**config.mk**
```make
export PLATFORM = sky130hd
export DESIGN_NAME = fifo_wr_arbiter
export DESIGN_NICKNAME = d
export VERILOG_FILES = /design/src/rtl/fifo_wr_arbiter_pkg.sv /design/src/rtl/fifo_wr_arbiter_rr_pick.sv /design/src/rtl/fifo_wr_arbiter.sv
export SDC_FILE = /design/constraint.sdc
export NUM_CORES = 1
export LEC_CHECK = 0
export BUFFER_PORTS_ARGS = -buffer_cell sky130_fd_sc_hd__buf_2
export CORE_AREA = 2 2 73 58
export CTS_CLUSTER_DIAMETER = 150
export CTS_CLUSTER_SIZE = 10
export DETAILED_ROUTE_END_ITERATION = 12
export DIE_AREA = 0 0 75 60
export HOLD_SLACK_MARGIN = 0.08
export PLACE_DENSITY = 0.83
export SYNTH_ARGS = -nofsm -noshare
export SYNTH_HDL_FRONTEND = slang
export SYNTH_SLANG_ARGS = --single-unit
export TNS_END_PERCENT = 5
```
**constraint.sdc**
```tcl
create_clock -name clk -period 5.1 [get_ports clk]
set_input_delay 0.255 -clock clk [delete_from_list [all_inputs] [get_ports clk]]
set_output_delay 0.255 -clock clk [all_outputs]
set_load 0.05 [all_outputs]
```
**src/rtl/fifo_wr_arbiter_pkg.sv**
```systemverilog
// Shared definitions for the FIFO write arbiter: data width, FSM encoding
// and statistics counter width.
package fifo_wr_arbiter_pkg;

  localparam int FIFO_WIDTH = 16;
  localparam int ARB_CNT_W  = 16;

  typedef enum logic [1:0] {
    IDLE  = 2'd0,
    ISSUE = 2'd1,
    STALL = 2'd2
  } arb_state_e;

endpackage

```
**src/rtl/fifo_wr_arbiter_rr_pick.sv**
```systemverilog
// Combinational round-robin selector (rr_pick): one-hot grant to the first
// requester after last_gnt, wrapping modulo NUM_REQ.
module fifo_wr_arbiter_rr_pick #(
  parameter int NUM_REQ = 4,
  parameter int IDX_W   = 2
) (
  input  logic [NUM_REQ-1:0] req,
  input  logic [IDX_W-1:0]   last_gnt,
  input  logic               enable,
  output logic [NUM_REQ-1:0] gnt
);

  logic             found;
  logic [IDX_W-1:0] idx;

  always_comb begin
    gnt   = '0;
    found = 1'b0;
    idx   = '0;
    for (int k = 1; k <= NUM_REQ; k++) begin
      idx = IDX_W'((int'(last_gnt) + k) % NUM_REQ);
      if (enable && !found && req[idx]) begin
        gnt[idx] = 1'b1;
        found    = 1'b1;
      end
    end
  end

endmodule

```
**src/rtl/fifo_wr_arbiter.sv**
```systemverilog
// Round-robin arbiter sharing one FIFO write port among NUM_REQ producers.
// Optional statistics counters are enabled by defining FIFO_ARB_STATS_EN.
module fifo_wr_arbiter #(
  parameter int NUM_REQ    = 4,
  parameter int FIFO_WIDTH = fifo_wr_arbiter_pkg::FIFO_WIDTH
) (
  input  logic                                clk,
  input  logic                                rst_n,
  input  logic                                arb_en,
  input  logic [NUM_REQ-1:0]                  req,
  input  logic [NUM_REQ-1:0][FIFO_WIDTH-1:0]  req_data,
  output logic [NUM_REQ-1:0]                  gnt,
  output logic                                fifo_wr_en,
  output logic [FIFO_WIDTH-1:0]               fifo_data_in,
  input  logic                                fifo_full,
  input  logic                                fifo_almostfull,
  input  logic                                fifo_wr_ack,
  input  logic                                fifo_overflow,
  output logic [1:0]                          arb_state,
  output logic                                err
`ifdef FIFO_ARB_STATS_EN
  ,
  output logic [NUM_REQ-1:0][fifo_wr_arbiter_pkg::ARB_CNT_W-1:0] grant_cnt,
  output logic [fifo_wr_arbiter_pkg::ARB_CNT_W-1:0]              stall_cnt
`endif
);

  import fifo_wr_arbiter_pkg::*;

  localparam int IDX_W = (NUM_REQ > 1) ? $clog2(NUM_REQ) : 1;

  logic                  ok;
  logic                  xfer;
  logic [IDX_W-1:0]      last_gnt;
  logic [IDX_W-1:0]      gnt_idx;
  logic [FIFO_WIDTH-1:0] sel_data;
  logic                  ack_pend;
  arb_state_e            state_q, state_d;

  // A write already on the pins while almostfull may fill the FIFO, so hold off.
  assign ok   = arb_en && !fifo_full && !(fifo_almostfull && fifo_wr_en);
  assign xfer = |(req & gnt);

  fifo_wr_arbiter_rr_pick #(
    .NUM_REQ (NUM_REQ),
    .IDX_W   (IDX_W)
  ) u_rr_pick (
    .req      (req),
    .last_gnt (last_gnt),
    .enable   (ok && rst_n),
    .gnt      (gnt)
  );

  always_comb begin
    gnt_idx  = '0;
    sel_data = '0;
    for (int i = 0; i < NUM_REQ; i++) begin
      if (gnt[i]) begin
        gnt_idx  = IDX_W'(i);
        sel_data = req_data[i];
      end
    end
  end

  // Transfer edge -> registered write at the FIFO pins
  always_ff @(posedge clk or negedge rst_n) begin
    if (!rst_n) begin
      last_gnt     <= IDX_W'(NUM_REQ - 1);
      fifo_wr_en   <= 1'b0;
      fifo_data_in <= '0;
    end else begin
      fifo_wr_en <= xfer;
      if (xfer) begin
        last_gnt     <= gnt_idx;
        fifo_data_in <= sel_data;
      end
    end
  end

  always_ff @(posedge clk or negedge rst_n) begin
    if (!rst_n) state_q <= IDLE;
    else        state_q <= state_d;
  end

  always_comb begin
    state_d = IDLE;
    if (xfer)                       state_d = ISSUE;
    else if (|req && arb_en && !ok) state_d = STALL;
  end

  assign arb_state = state_q;

  // Ack check: a write on the pins in cycle t must be acknowledged in t+1
  always_ff @(posedge clk or negedge rst_n) begin
    if (!rst_n) begin
      ack_pend <= 1'b0;
      err      <= 1'b0;
    end else begin
      ack_pend <= fifo_wr_en;
      if ((ack_pend && !fifo_wr_ack) || fifo_overflow) err <= 1'b1;
    end
  end

`ifdef FIFO_ARB_STATS_EN
  function automatic logic [ARB_CNT_W-1:0] sat_inc(input logic [ARB_CNT_W-1:0] v);
    return (&v) ? v : v + 1'b1;
  endfunction

  always_ff @(posedge clk or negedge rst_n) begin
    if (!rst_n) begin
      grant_cnt <= '0;
      stall_cnt <= '0;
    end else begin
      for (int i = 0; i < NUM_REQ; i++) begin
        if (req[i] && gnt[i]) grant_cnt[i] <= sat_inc(grant_cnt[i]);
      end
      if (state_q == STALL) stall_cnt <= sat_inc(stall_cnt);
    end
  end
`endif

endmodule

```
==> flow_metrics.tcl <==
set metrics [dict create \
    finalNonFillerCells 328 \
    fmax_mhz 259.5 \
    ctsLongestPathBuffers 2 \
    slew_headroom_pct 47.05 \
    drv_slew 0 \
    rsz0062_at_grt "false" \
    first_pass_iters 4 \
    critical_path_class "register to register" \
    cp.required_ns 5.27 \
    yosys-top-cells-area "dfrtp_1 (29%), a221oi_1 (8.1%), o31ai_1 (6.9%), o22ai_1 (5.8%), ha_1 (5.0%)" \
    yosysTopAreaCell "dfrtp_1" \
    nets 356 \
    endpoint_kind "register" \
    status "finished clean" \
    power_density_nw_per_um2 471.1 \
    fin_crit_sh_pct 75.57 \
    insertion_delay_ns 0.26 \
    pin_count 99 \
    yosys_warnings 0 \
    port_buffers 98 \
    synth.distinct_cells 41 \
    first_global_vias 1579 \
    yosysTopAreaCellShare_pct 28.84 \
    ys_top_cells_by_count "dfrtp_1 (20), nand2_1 (18), a221oi_1 (16), o22ai_1 (16), o31ai_1 (16)" \
    peakVddDrop_uv 281.5 \
    drc 0 \
    synth_edf_count 0 \
    grt_pass1_wl_mm 7.583 \
    fillers 358 \
    post_dp_cell_area_um2 2191 \
    die_w_um 75 \
    cp_cell_sequence "inv_1 > ha_1 > mux4_2 > and2_1 > o21ai_1 > nand3_2 > nor2b_2 > a221oi_1 > o31ai_1" \
    drtIter0Drc 109 \
    synthArstFlopShare_pct 100.0 \
    drive_above_1_share_pct 45.79 \
    worst_slew_pin_slew_ns 0.7942 \
    antenna_found_initial 0 \
    fin_area_um2 2246 \
    syn_area_um2 1735 \
    synth_nets 264 \
    viasPerCell 5.530 \
    place.gp.congestion 0.9596 \
    hpwl_mm 3.839 \
    hold_violations 0 \
    synthCells 182 \
    clock-sinks 22 \
    h-tree-depth 1 \
    clk_pin_slew_worst_paths_ns 0.08 \
    cp-start-kind "register" \
    start_util_pct 45.33 \
    place_ws_ns 1.193 \
    grt_overflow 0 \
    post_cts_resized 0 \
    area_delta_synth_final_pct 29.42 \
    ys_seq_area_share_pct 31.87 \
    place_inst 323 \
    yosysMostFrequentCell "dfrtp_1" \
    min_path_type "primary input to register" \
    route.met3.wl_um 539 \
    ant_nets 0 \
    die_h_um 60 \
    insertedDiodeCount 0 \
    worst_ep_arrival_time_ns 4.02 \
    cellLeakagePower_nw 1.097 \
    fin_crit_ns 3.854 \
    drt-total-wl_mm 4.908 \
    dieArea_um2 4500 \
    setup-tns-final_ns 0 \
    fin_skew_ns 0.006625 \
    wl_met1_mm 2.151 \
    drv_cap 0 \
    timing.final.ws_setup_ns 1.246 \
    ys.flop_type "dfrtp_1" \
    grt_max_degree 24 \
    worstPathMaxFanout 19 \
    postCtsSetupRepairBufs 0 \
    cts_tree "done" \
    core_um2 3829 \
    root_buffer "clkbuf_8" \
    utilization_pct 58.66 \
    highest_layer "met4" \
    setup_viol 0 \
    ys_ff_latch 22 \
    wl_met2_mm 2.164 \
    wl_per_cell_um 14.96 \
    vias 1814 \
    max_stage_delay_ns 0.65 \
    cts-buffers-inserted 3 \
    syn_avg_cell_area_um2 9.535 \
    grt_use_total_pct 22.31 \
    rows 20 \
    critPathSlowestCell "dfstp_2" \
]
state kept, by name (all words and copies together), names as in the netlist:
register      flops
ack_pend          1
arb_state         2
err               1
fifo_data_in     16
last_gnt          2
critical path, delay by kind of cell, from the launching register on:
family / cells / cell delay [ns]
simple gates: 3 / 1.22
mux: 1 / 0.60
flops: 1 / 0.65
buf+inv: 1 / 0.16
compound gates: 3 / 0.74
fa+ha+maj: 1 / 0.39
what timing repair did:
item | in CTS | in global routing
hold buffers | 1 | 0
setup endpoints to repair | 0 | 0
hold endpoints to repair | 20 | 0
layout make-up:
cell class	count	area, um^2	share of cell area (%)
inverter	13	48.80	2.173
clock buffer	4	45.04	2.006
timing repair buffer	100	508.0	22.62
tap	55	68.82	3.064
sequential	22	553.0	24.62
multi-input combinational	134	1022	45.52
path summary, 6_finish.rpt:
| check | start | to | slack (ns) | depth (start not counted) |
|---|---|---|---|---|
| hold / removal | fifo_wr_ack | err$_DFFE_PN0P_ | 0.17 | 2 |
| max in group asynchronous | rst_n | last_gnt[1]$_DFFE_PN1P_ | 4.21 | 2 |
| min in group asynchronous | rst_n | fifo_data_in[12]$_DFFE_PN0P_ | 0.52 | 2 |
| setup / recovery | last_gnt[0]$_DFFE_PN1P_ | fifo_data_in[14]$_DFFE_PN0P_ | 1.25 | 9 |
| hold reg to reg | arb_state[0]$_DFF_PN0_ | ack_pend$_DFF_PN0_ | 0.44 | 0 |
| setup reg to reg | last_gnt[0]$_DFFE_PN1P_ | fifo_data_in[14]$_DFFE_PN0P_ | 1.25 | 9 |
placed cells by master, fill, tap and decap left out, types with 2 or more instances in the layout:
| cell type | instances |
|---|---|
| buf_2 | 98 |
| dfrtp_1 | 20 |
| nand2_1 | 18 |
| a221oi_1 | 16 |
| o22ai_1 | 16 |
| o31ai_1 | 16 |
| inv_1 | 12 |
| ha_1 | 7 |
| nor2_1 | 5 |
| o21ai_2 | 5 |
| nor3b_1 | 4 |
| nor3_1 | 4 |
| nand4_1 | 4 |
| nand3b_1 | 3 |
| nand3_2 | 3 |
| o21ai_1 | 3 |
| a31oi_1 | 3 |
| clkbuf_8 | 3 |
| mux4_2 | 2 |
| a2111oi_4 | 2 |
| or3b_2 | 2 |
| nand3_1 | 2 |
| and2_1 | 2 |
| and2_0 | 2 |
| a31oi_2 | 2 |
| nand2b_1 | 2 |
| dfstp_2 | 2 |
cells by family after synthesis:
family / synth area share [%]
compound gates: 31.29
mux: 2.595
fa+ha+maj: 5.047
buf+inv: 9.228
simple gates: 19.97
flops: 31.87
stage by stage:
step / hold slack [ns] / total power [W]
after floorplan: -0.04059 / 0.0008087
after global placement: 0.2398 / 0.0009368
after detailed placement: 0.2451 / 0.0009528
after CTS: 0.1746 / 0.001063
after global routing: 0.1844 / 0.001132
final: 0.1684 / 0.001058
power by group:
| group | total (W) | internal, W | leakage (nW) | switching [W] |
|---|---|---|---|---|
| combinational | 0.000657 | 0.000198 | 0.786 | 0.000459 |
| clock | 0.000107 | 0.0000556 | 0.0228 | 0.0000518 |
| sequential | 0.000294 | 0.000245 | 0.289 | 0.0000489 |
layer usage:
layer / GRT usage (%) / vias to the layer above
met5: 0 / -
li1: - / 887
met4: 4.847 / 0
met1: 31.65 / 813
met3: 5.228 / 6
met2: 34.71 / 108
(Power assumes the default switching activity.)
